### src/rtl/stopwatch_pkg.sv
// ---------------------------------------------------------------------------
// stopwatch_pkg
// Shared types and constants for the stopwatch display path.
//   digit_sel_t   : 2-bit scan slot index (0 = deciseconds .. 3 = minutes)
//   SEG_*         : active-low segment patterns, bit order {g,f,e,d,c,b,a}
//   AN_OFF        : all four common-anode drivers released
// ---------------------------------------------------------------------------
package stopwatch_pkg;

    typedef logic [1:0] digit_sel_t;

    localparam digit_sel_t SEL_DSEC  = 2'd0;
    localparam digit_sel_t SEL_SEC_R = 2'd1;
    localparam digit_sel_t SEL_SEC_L = 2'd2;
    localparam digit_sel_t SEL_MIN   = 2'd3;

    localparam logic [6:0] SEG_0    = 7'b1000000;
    localparam logic [6:0] SEG_1    = 7'b1111001;
    localparam logic [6:0] SEG_2    = 7'b0100100;
    localparam logic [6:0] SEG_3    = 7'b0110000;
    localparam logic [6:0] SEG_4    = 7'b0011001;
    localparam logic [6:0] SEG_5    = 7'b0010010;
    localparam logic [6:0] SEG_6    = 7'b0000010;
    localparam logic [6:0] SEG_7    = 7'b1111000;
    localparam logic [6:0] SEG_8    = 7'b0000000;
    localparam logic [6:0] SEG_9    = 7'b0010000;
    localparam logic [6:0] SEG_DASH = 7'b0111111;
    localparam logic [6:0] SEG_OFF  = 7'b1111111;

    localparam logic [3:0] AN_OFF   = 4'b1111;

    // Anode pattern enabling exactly one digit (active-low).
    function automatic logic [3:0] an_for(input digit_sel_t sel);
        return ~(4'b0001 << sel);
    endfunction

endpackage

### src/rtl/bcd_to_seg.sv
// ---------------------------------------------------------------------------
// bcd_to_seg
// Combinational BCD to seven-segment decoder, active-low outputs.
//   bcd : 4-bit digit; codes 10-15 are not BCD and render as a dash
//   seg : {g,f,e,d,c,b,a}, 0 = segment lit
// ---------------------------------------------------------------------------
module bcd_to_seg
    import stopwatch_pkg::*;
(
    input  logic [3:0] bcd,
    output logic [6:0] seg
);

    always_comb begin
        // NOTE: every always_comb output gets a value on every path (here via
        // the default arm); a missing assignment would infer a latch.
        unique case (bcd)
            4'd0:    seg = SEG_0;
            4'd1:    seg = SEG_1;
            4'd2:    seg = SEG_2;
            4'd3:    seg = SEG_3;
            4'd4:    seg = SEG_4;
            4'd5:    seg = SEG_5;
            4'd6:    seg = SEG_6;
            4'd7:    seg = SEG_7;
            4'd8:    seg = SEG_8;
            4'd9:    seg = SEG_9;
            default: seg = SEG_DASH;
        endcase
    end

endmodule

### src/rtl/stopwatch_seg_mux.sv
// ---------------------------------------------------------------------------
// stopwatch_seg_mux
// Scans the four stopwatch BCD digits onto a common-anode 4-digit display,
// format "M.SS.d". Digits are snapshotted once per frame so a frame never
// mixes old and new values, and each slot opens with a short all-off
// interval to suppress ghosting while the segment lines settle.
//   clk        : system clock, rising edge
//   clr        : asynchronous active-low reset
//   Decisecond, Second_R, Second_L, Minutes : BCD digits, same clock domain
//   an         : anodes, active-low, an[0]=Decisecond .. an[3]=Minutes
//   seg        : segments {g..a}, active-low
//   dp         : decimal point, active-low
// Outputs are registered: they reflect the scan state of the previous cycle.
// ---------------------------------------------------------------------------
module stopwatch_seg_mux
    import stopwatch_pkg::*;
#(
    parameter int REFRESH_DIV  = 100000,
    parameter int BLANK_CYCLES = 2
)
(
    input  logic       clk,
    input  logic       clr,
    input  logic [3:0] Decisecond,
    input  logic [3:0] Second_R,
    input  logic [3:0] Second_L,
    input  logic [3:0] Minutes,
    output logic [3:0] an,
    output logic [6:0] seg,
    output logic       dp
);

    localparam int CNT_W = (REFRESH_DIV > 1) ? $clog2(REFRESH_DIV) : 1;
    localparam logic [CNT_W-1:0] CNT_LAST  = CNT_W'(REFRESH_DIV - 1);
    localparam logic [CNT_W-1:0] CNT_BLANK = CNT_W'(BLANK_CYCLES);

    logic [CNT_W-1:0] cnt_q,   cnt_d;
    digit_sel_t       sel_q,   sel_d;
    logic [3:0][3:0]  frame_q, frame_d;  // [sel] -> digit shown in that slot
    logic [3:0]       an_q,    an_d;
    logic [6:0]       seg_q,   seg_d;
    logic             dp_q,    dp_d;

    logic             tick;
    logic [3:0]       cur_digit;
    logic [6:0]       cur_seg;

    bcd_to_seg u_dec (
        .bcd (cur_digit),
        .seg (cur_seg)
    );

    always_comb begin
        tick      = (cnt_q == CNT_LAST);
        cnt_d     = tick ? '0 : cnt_q + CNT_W'(1);
        sel_d     = tick ? digit_sel_t'(sel_q + 2'd1) : sel_q;

        // Load the next frame on the edge that leaves the minutes slot, so
        // the new values take effect exactly as slot 0 begins.
        frame_d   = frame_q;
        if (tick && (sel_q == SEL_MIN)) begin
            frame_d = {Minutes, Second_L, Second_R, Decisecond};
        end

        cur_digit = frame_q[sel_q];
        an_d      = (cnt_q < CNT_BLANK) ? AN_OFF : an_for(sel_q);
        // Segment lines keep the current digit even while blanked.
        seg_d     = cur_seg;
        // Points follow the minutes digit and the seconds units digit
        // (slots 3 and 1), i.e. whenever the slot index is odd.
        dp_d      = ~sel_q[0];
    end

    // NOTE: state registers use non-blocking (<=) so every flop samples the
    // pre-edge values; blocking here would create order-dependent behaviour.
    // NOTE: the frame buffer is reset as well, because the display must read
    // "0.00.0" until the first snapshot rather than showing power-up garbage.
    always_ff @(posedge clk or negedge clr) begin
        if (!clr) begin
            cnt_q   <= '0;
            sel_q   <= SEL_DSEC;
            frame_q <= '0;
            an_q    <= AN_OFF;
            seg_q   <= SEG_OFF;
            dp_q    <= 1'b1;
        end else begin
            cnt_q   <= cnt_d;
            sel_q   <= sel_d;
            frame_q <= frame_d;
            an_q    <= an_d;
            seg_q   <= seg_d;
            dp_q    <= dp_d;
        end
    end

    assign an  = an_q;
    assign seg = seg_q;
    assign dp  = dp_q;

endmodule

### config.mk
export PLATFORM = sky130hd
export DESIGN_NAME = stopwatch_seg_mux
export DESIGN_NICKNAME = d
export VERILOG_FILES = /design/src/rtl/stopwatch_pkg.sv /design/src/rtl/bcd_to_seg.sv /design/src/rtl/stopwatch_seg_mux.sv
export SDC_FILE = /design/constraint.sdc
export NUM_CORES = 1
export LEC_CHECK = 0
export CAP_MARGIN = 5
export CORE_MARGIN = 2
export CORE_UTILIZATION = 40
export CTS_BUF_LIST = sky130_fd_sc_hd__clkbuf_16
export CTS_CLUSTER_SIZE = 28
export DETAILED_ROUTE_END_ITERATION = 12
export SLEW_MARGIN = 5
export SYNTH_ARGS = -nofsm -noshare
export SYNTH_HDL_FRONTEND = slang
export SYNTH_HIERARCHICAL = 1
export SYNTH_SLANG_ARGS = --single-unit
### constraint.sdc
create_clock -name clk -period 2.4 [get_ports clk]
set_input_delay 0.24 -clock clk [delete_from_list [all_inputs] [get_ports clk]]
set_output_delay 0.24 -clock clk [all_outputs]
set_load 0.05 [all_outputs]
==> results.py, run 1 <==
metrics = {
    "global_routing": {
        "gr-total-overflow": 0,
        "antenna_found_initial": 0,
        "grt_max_degree": 42,
        "grt_usage": 0.141,
        "grt_first_pass_wirelength_mm": 6.98,
        "grt_pass1_vias": 1447,
    },
    "place": {
        "io_buffers": 29,
        "dp_hpwl_mm": 2.89,
        "gp_congestion": 0.826,
        "dpl.cell_count": 281,
    },
    "timing": {
        "finalSetupTns_ns": 0,
        "skew_ns": 0.00486,
        "rsz0062_at_grt": "false",
        "fmax_mhz": 465,
        "hold_ws_ns": 0.0841,
        "finalSetupViolations": 0,
        "timing_max_transition_violations_final": 0,
        "period_needed_ns": 2.15,
        "worst_pin_slew_ns": 0.896,
        "relSlewSlack": 0.403,
        "hold_violations": 0,
        "finalCritPeriodShare": 0.897,
    },
    "setup_path": {
        "rrSetupSlack_ns": 0.25,
        "r2r_cells": 5,
        "endpoint": "frame_q[6]$_DFFE_PN0P_",
        "cp-start-kind": "flop",
        "path_class": "reg2reg",
        "r2r-end": "frame_q[6]$_DFFE_PN0P_",
        "critPathRequiredTime_ns": 2.57,
        "critPathLaunch": "cnt_q[11]$_DFF_PN0_",
        "critPathCaptureType": "flop",
        "reg2reg_from": "cnt_q[11]$_DFF_PN0_",
        "cp_max_fo": 16,
        "crit_arrival_ns": 2.32,
    },
    "clock_network": {
        "cts_tree": "built",
        "root_buffer": "clkbuf_16",
        "cts_resized": 0,
        "cts_hold_buffers": 0,
        "path_clk_slew_ns": 0.06,
        "cts.sinks": 47,
        "cts_made_buffers": 5,
        "htreeDepth": 2,
        "postCtsSetupRepairBufs": 0,
        "clock_latency_ns": 0.28,
        "clockBufferDepth": 2,
    },
    "cells_and_area": {
        "final_cell_mix": "dfrtp_1 (35), clkdlybuf4s50_1 (28), nor2_1 (14), nand2_1 (13)",
        "nFillCells": 506,
        "layout.cells.non_filler": 289,
        "area_delta_synth_final_pct": 23.5,
        "drive_gt1_frac": 0.226,
        "nNetsFinal": 244,
        "final_common_cell": "dfrtp_1",
        "fin_util": 0.514,
        "multi_input_comb_area_sq_mm": 0.00102,
        "ff_latch_area_sq_mm": 0.00119,
        "antennaDiodeCount": 0,
    },
    "synth": {
        "ys_seq_area_frac": 0.517,
        "async_flop_share": 1.00,
        "ys_ff_latch": 47,
        "synth.distinct_cells": 40,
        "syn_inst": 183,
        "synth_flop_cell": "dfrtp_1",
        "synthesis.area_sq_mm": 0.00230,
        "synth_warnings": 6,
        "synth-edff-count": 0,
        "avgSynthCellArea_sq_um": 12.6,
        "synth_fp_nets": 211,
    },
    "run_status": {
        "outcome": "finished, final reports clean",
    },
    "detailed_routing": {
        "vias_per_cell": 4.98,
        "via_count": 1440,
        "drt_iter0_drc": 58,
        "ant_nets": 0,
        "dr.pass1.iters": 4,
        "drc": 0,
        "wirelength_mm": 4.11,
        "post_drt_wl_per_cell_microns": 14.2,
    },
    "worst_hold_path": {
        "hold_path.class": "in2async",
    },
    "run": {
        "maxCapViolCount": 0,
    },
    "power_and_ir_drop": {
        "power_frac_clock": 0.512,
        "comb_power_share": 0.025,
        "seqPwrFrac": 0.463,
        "ir_drop_mv": 0.369,
        "internal_power_mw": 1.41,
        "p_leak_nw": 1.23,
        "finalPower_mw": 1.71,
        "p_sw_mw": 0.303,
        "switching_share": 0.177,
        "power.density_mw_per_mm2": 602,
    },
    "floorplanning": {
        "die_area_sq_mm": 0.00638,
        "start_util": 0.416,
        "die_h_microns": 79.9,
        "die_x_microns": 79.9,
        "io_pins": 30,
        "rows": 27,
        "core_sq_mm": 0.00554,
    },
}
## layout make-up
class | count | share of cell area
well taps | 72 | 0.0317
repair buffers | 33 | 0.115
clock inverters | 3 | 0.0224
clock buffers | 5 | 0.0440
flip-flops and latches | 47 | 0.419
multi-input cells | 122 | 0.359
inverters | 7 | 0.00923
## metal layers
layer,global-route usage,vias to the layer above,routed length [microns]
li1,-,697,-
met1,0.201,705,1990
met2,0.214,33,1890
met3,0.0328,5,198
met4,0.0407,0,33
met5,0,-,0
## critical path, cell delays in order (launching register included)
cell and delay (ns):
dfrtp_1 0.43, or4_4 0.58, nor4_4 0.31, and2_1 0.21, buf_12 0.17, mux2_2 0.34
## worst min-delay path by stage
stage | slack [ns] | depth (start not counted) | end | startpoint
finish | 0.08 | 1 | frame_q[10]$_DFFE_PN0P_ | clr
global route | 0.16 | 1 | frame_q[5]$_DFFE_PN0P_ | clr
CTS | 0.12 | 1 | frame_q[5]$_DFFE_PN0P_ | clr
detailed placement | 0.42 | 1 | frame_q[10]$_DFFE_PN0P_ | clr
global placement | 0.43 | 1 | frame_q[10]$_DFFE_PN0P_ | clr
floorplan | -0.06 | 0 | cnt_q[0]$_DFF_PN0_ | clr
## stage by stage
step	instance area [sq um]	worst slack [ns]
3_5_place_dp	2660	0.271
5_1_grt	2850	0.186
4_1_cts	2850	0.249
6_report	2850	0.248
2_1_floorplan	2300	0.211
3_3_place_gp	2660	0.291
## cells by family after synthesis
kind of cell	after synthesis	share of synthesized area
compound gates	9	0.0244
xor+xnor	16	0.0608
fa+ha+maj	10	0.0543
buf+inv	14	0.0397
flops	47	0.517
mux	21	0.138
simple gates	66	0.166
## power groups by stage
stage	logic (mW)	clock network (mW)	registers (mW)
after floorplan	0.000476	0	0.807
after global placement	0.0453	0	0.807
after detailed placement	0.0449	0	0.807
after CTS	0.0449	0.899	0.793
after global routing	0.0485	0.937	0.792
final	0.0433	0.877	0.793
## state kept, by name, summed over array words and instances, names as in the netlist
name     flops
cnt_q       17
frame_q     16
seg          7
an           4
sel_q        2
dp           1
## Yosys cell counts, types with 2 or more instances
cell	number	area share
xor2_1	4	0.015
o21ai_0	2	0.0043
buf_6	3	0.015
mux2_4	10	0.065
mux4_2	4	0.039
clkbuf_1	3	0.0049
nand2_1	13	0.021
a21oi_1	2	0.0043
nor3_1	5	0.011
dfrtp_1	35	0.38
nor2_1	14	0.023
mux2_2	6	0.029
a22oi_1	2	0.0065
nand3_1	6	0.013
and4_1	2	0.0076
ha_1	10	0.054
inv_1	7	0.011
nor4_1	5	0.014
nand4_1	7	0.019
dfstp_2	12	0.14
xnor2_1	12	0.046
Power figures use the tool's default switching activity.
==> run 2: changes to the inputs <==
Settings changed: PLACE_DENSITY_LB_ADDON set to 0.3.
==> run 2 against run 1 <==
Against the previous run: setup slack improved by 0.016 ns; final area rose by 0.48%; count of clock-buffer cells in the layout did not move; sequential share of layout area fell by 0.20 points; final cell count rose by 0.35%; core utilization rose by 0.25 points; clock power barely moved; worst hold slack improved by 0.31 ns; sequential power barely moved; global-route usage barely moved; clock skew barely moved; non-clock buffer count rose by 1; highest routed layer unchanged.
==> results.py, run 2 (synthesis results as in run 1) <==
metrics = {
    "run_status": {
        "outcome": "finished, final reports clean",
    },
    "cells_and_area": {
        "antennaDiodeCount": 0,
        "drive_gt1_frac": 0.229,
        "fin_util": 0.516,
        "nFillCells": 493,
        "largest-register": "cnt_q",
        "layout.cells.non_filler": 290,
        "final_cell_mix": "dfrtp_1 (35), clkdlybuf4s50_1 (28), nor2_1 (14), nand2_1 (13)",
        "nNetsFinal": 245,
        "final_common_cell": "dfrtp_1",
        "area_delta_synth_final_pct": 24.1,
        "final_area_sq_mm": 0.00286,
        "largest_reg_flops": 17,
    },
    "run": {
        "maxCapViolCount": 0,
    },
    "timing": {
        "finalCritPeriodShare": 0.890,
        "relSlewSlack": 0.671,
        "rsz0062_at_grt": "false",
        "fmax_mhz": 468,
        "worst_pin_slew_ns": 0.491,
        "timing_max_transition_violations_final": 0,
        "skew_ns": 0.00485,
        "finalSetupViolations": 0,
        "finalSetupTns_ns": 0,
        "hold_violations": 0,
        "hold_ws_ns": 0.395,
        "period_needed_ns": 2.14,
    },
    "global_routing": {
        "grt_usage": 0.141,
        "grt_pass1_vias": 1466,
        "gr-total-overflow": 0,
        "antenna_found_initial": 0,
        "grt_first_pass_wirelength_mm": 6.87,
        "grt_max_degree": 18,
    },
    "setup_path": {
        "path_cells": "or4_4 -> nor4_4 -> and2_1 -> buf_12 -> mux2_2",
        "critPathLaunch": "cnt_q[11]$_DFF_PN0_",
        "path_class": "reg2reg",
        "critical_path.max_stage_delay_ns": 0.57,
        "path_depth": 5,
        "crit_family": "simple AND/OR/NAND/NOR gates",
        "critPathCaptureType": "flop",
        "slowest_stage": "or4_4",
        "crit_arrival_ns": 2.30,
        "r2r-end": "frame_q[0]$_DFFE_PN0P_",
        "cp-start-kind": "flop",
        "cp_max_fo": 16,
        "reg2reg_from": "cnt_q[11]$_DFF_PN0_",
        "critPathRequiredTime_ns": 2.57,
        "endpoint": "frame_q[0]$_DFFE_PN0P_",
        "r2r_cells": 5,
        "rrSetupSlack_ns": 0.26,
        "cp_num_buf_inv": 1,
    },
    "floorplanning": {
        "die_h_microns": 79.9,
        "rows": 27,
        "core_sq_mm": 0.00554,
        "start_util": 0.416,
        "io_pins": 30,
        "die_x_microns": 79.9,
        "die_area_sq_mm": 0.00638,
    },
    "detailed_routing": {
        "drt_iter0_drc": 45,
        "drc": 0,
        "post_drt_wl_per_cell_microns": 13.6,
        "wirelength_mm": 3.95,
        "dr.pass1.iters": 4,
        "ant_nets": 0,
        "via_count": 1465,
        "vias_per_cell": 5.05,
    },
    "clock_network": {
        "cts.sinks": 47,
        "path_clk_slew_ns": 0.06,
        "cts_hold_buffers": 1,
        "root_buffer": "clkbuf_16",
        "cts_resized": 0,
        "postCtsSetupRepairBufs": 0,
        "htreeDepth": 2,
        "clock_latency_ns": 0.28,
        "cts_made_buffers": 5,
        "clockBufferDepth": 2,
        "cts_tree": "built",
    },
    "place": {
        "io_buffers": 29,
        "dp_hpwl_mm": 2.90,
        "dpl.cell_count": 281,
        "placed_area_sq_mm": 0.00266,
        "gp_congestion": 0.840,
    },
    "power_and_ir_drop": {
        "ir_drop_mv": 0.233,
        "power.density_mw_per_mm2": 600,
        "p_leak_nw": 1.23,
    },
    "worst_hold_path": {
        "hold_path.class": "in2async",
    },
}
## run 2: cell count changes in the layout (fill, tap and decap cells not counted), sizes merged
cell,before,now
clkinvlp,0,1
dlygate4sd3,0,1
inv,8,7
## run 2: per-layer routing
layer  share of wire  vias up  track usage  wire, microns
met5               0        -            0              0
met4           0.026        0       0.0763            102
met3           0.045       10       0.0305            178
met2            0.47       40        0.219           1850
met1            0.46      709        0.182           1820
li1                -      706            -              -
## run 2: how the worst min path moves through the flow
stage,cells after the start,startpoint,to
finish,2,clr,frame_q[9]$_DFFE_PN0P_
global placement,1,clr,frame_q[9]$_DFFE_PN0P_
floorplan,0,clr,cnt_q[0]$_DFF_PN0_
detailed placement,1,clr,frame_q[9]$_DFFE_PN0P_
global route,2,clr,frame_q[9]$_DFFE_PN0P_
CTS,2,clr,frame_q[9]$_DFFE_PN0P_
## run 2: cell type report
class | count | area [sq um] | area share
multi-input cells | 122 | 1020 | 0.357
repair buffers | 34 | 338 | 0.118
inverters | 7 | 26.3 | 0.00919
well taps | 72 | 90.1 | 0.0315
flip-flops and latches | 47 | 1190 | 0.417
clock buffers | 5 | 125 | 0.0438
clock inverters | 3 | 67.6 | 0.0236
## run 2: where the power goes
group          total (mW)  internal [mW]  switching (mW)
clock network       0.877          0.596           0.281
logic              0.0458         0.0267          0.0191
registers           0.793          0.793               0
total                1.72           1.42           0.300
## run 2: worst register-to-register path: cells and delay by family, from the launching register on
kind          cells  cell delay (ns)
simple gates      3             1.07
buf+inv           1             0.17
mux               1             0.34
flops             1             0.43
## run 2: through the flow
stage | total power, mW | setup WS [ns]
global placement | 0.853 | 0.307
finish | 1.72 | 0.264
global route | 1.77 | 0.147
floorplan | 0.808 | 0.211
detailed placement | 0.854 | 0.270
CTS | 1.74 | 0.259
==> RTL change: new RTL, config.mk and constraints of run 2 <==
`REFRESH_DIV`: 100000 -> 50000.
--- a/src/rtl/stopwatch_seg_mux.sv
+++ b/src/rtl/stopwatch_seg_mux.sv
@@ -15,7 +15,7 @@
 module stopwatch_seg_mux
     import stopwatch_pkg::*;
 #(
-    parameter int REFRESH_DIV  = 100000,
+    parameter int REFRESH_DIV  = 50000,
     parameter int BLANK_CYCLES = 2
 )
 (
Behaviour: same outputs for any inputs over 10 cycles, from zero or initial values; that may be too few to reach the edited logic, so the function may still have changed.
==> RTL change against run 2 <==
- critical path type unchanged
- first-iteration DRC count grew 64%
- cell area fell by 4.9%
- synthesized area down 4.2%
- worst setup slack improved by 0.13 ns
- sequential cell count is 1 lower
- wire length fell by 6.1%
Power is not compared: it rests on default switching activity, and its combinational part moved more than twofold at a synthesized area within 25%.
==> RTL change: results (changes against run 2) <==
hold slack=0.0766 ns (-0.319 ns); Slew HR=42.0% (-25 points); antenna diode count=0 (unchanged); met1 Resource Use GR=18.6% (+0.33 points); clock latency on the worst-skew pair=0.28 ns (about the same); worst r2r src=cnt_q[4]; DRT Pass-1 Iters=4 (unchanged); CTS H-tree lvls=2 (unchanged); top cells by area, synth=dfrtp_1, dfstp_2, mux2_4; Critical Path AT=2.17 ns (-0.13 ns); worst hold path type=input pin to async pin; Syn Inst Count=169 (-7.7%); CTS Buf Count=5 (unchanged); GRT met2 Usage=20.9% (-0.97 points); DP Wirelength=2.62 mm (-9.8%); clk slew on worst S/H paths=0.06 ns (about the same); Static Leak=approximately 1.2 nW; worst slack, placed=0.383 ns (+0.113 ns); post-synthesis sequential area ratio=52.9% (+1.2 points); Iter 0 DRT Violations=74 (+64%); Reg2Reg Setup Slack=0.39 ns (+0.13 ns); Post-synth ARST share=100% (unchanged); RePlAce Congestion=0.786 (-6.5%); first-pass GRT wire length=6.53 mm (-4.9%); Syn Nets=197 (-6.6%); WL final=3.70 mm (-6.1%); Yosys top cell area share=38.6% (+0.55 points); GRT Util Overall=13.6% (-0.50 points); Crit Path Max Fanout=16 (unchanged); synth warn=6 (unchanged); drt wl/cell=13.5 um (-0.99%); Vias/cell=4.91 (-2.8%); Worst VDD drop=0.000380 V; vias in the first global route=1,352 (-7.8%); Yosys cell types=44 (+10%); metal1 wirelength=1.76 mm (-3.0%); met3 routed WL=180 um (+1.1%); worst r2r path cells=4 (-1); DRC=0 (unchanged); Max Used Layer=met4; postcts setup bufs=0 (unchanged); Placed Area=2550 um2 (-3.9%); Inst Count DP=267 (-5.0%); FF-to-FF End=frame_q[12]; WL met2=1.74 mm (-5.9%); antenna viol nets, final=0 (unchanged); largest net degree at the start of global routing=41 (+23); met3 GRT Util=3.91% (+0.85 points); Fillers=501 (+1.6%); initial antenna violation count=0 (unchanged); most frequent cells after synthesis=dfrtp_1, dfstp_2; Clock Skews=0.00220 ns (-0.00265 ns); Post-CTS Resized=0 (unchanged); Port Buffers=29 (unchanged); NumNets Final=230 (-6.1%); share of layout cells above drive strength 1=24.1% (+1.2 points); status=complete, no violations; clock tree buffer depth=2 (unchanged); Clock Tree Root=clkbuf_16
## RTL change: cell types whose count changed in the layout (fill, tap and decap cells not counted), sizes merged, moves of 3 or more
cell,change
xnor2,-6
nor3,-5
nor2,-4
nand3,-3
o21ai,+3
## RTL change: cell families (layout without fill, tap and decap cells)
kind of cell             after synthesis  count (layout)  synth area share, %
multiplexers                          21              21                 14.4
adder cells (fa/ha/maj)               10              10                 5.67
buffers and inverters                 13              47                 3.29
AND/OR/NAND/NOR                       53              53                 15.3
flip-flops                            46              46                 52.9
AO/OA/AOI/OAI                         14              14                 3.69
XOR/XNOR                              12              12                 4.76
## RTL change: critical path: stages (launching register included)
cell and delay [ns]:
dfrtp_1 0.44, or4_4 0.53, nor4_4 0.35, nand2_4 0.23
mux2_4 0.35
## RTL change: worst max path at each step
stage                    from     endpoint  slack (ns)  depth (start not counted)
finish               cnt_q[4]  frame_q[12]        0.39                          4
global route         cnt_q[0]   frame_q[1]        0.28                          5
CTS                 cnt_q[12]   frame_q[1]        0.38                          4
detailed placement  cnt_q[12]   frame_q[9]        0.38                          4
global placement    cnt_q[12]   frame_q[4]        0.41                          4
floorplan           cnt_q[12]   frame_q[0]        0.40                          5
## RTL change: report_power, final
part | leakage [nW] | switching, mW | internal [mW] | total [mW]
Clock | 0.0836 | 0.270 | 0.487 | 0.757
Combinational | 0.587 | 0.0800 | 0.0731 | 0.153
Sequential | 0.549 | 0.00963 | 0.807 | 0.816
## RTL change: cell type report
cell class,count,area (um2),share of cell area [%]
well taps,72,90.1,3.31
clock buffers,5,125,4.60
flip-flops and latches,46,1170,42.9
repair buffers,31,300,11.0
multi-input cells,110,967,35.6
clock inverters,3,40.0,1.47
inverters,8,30.0,1.10
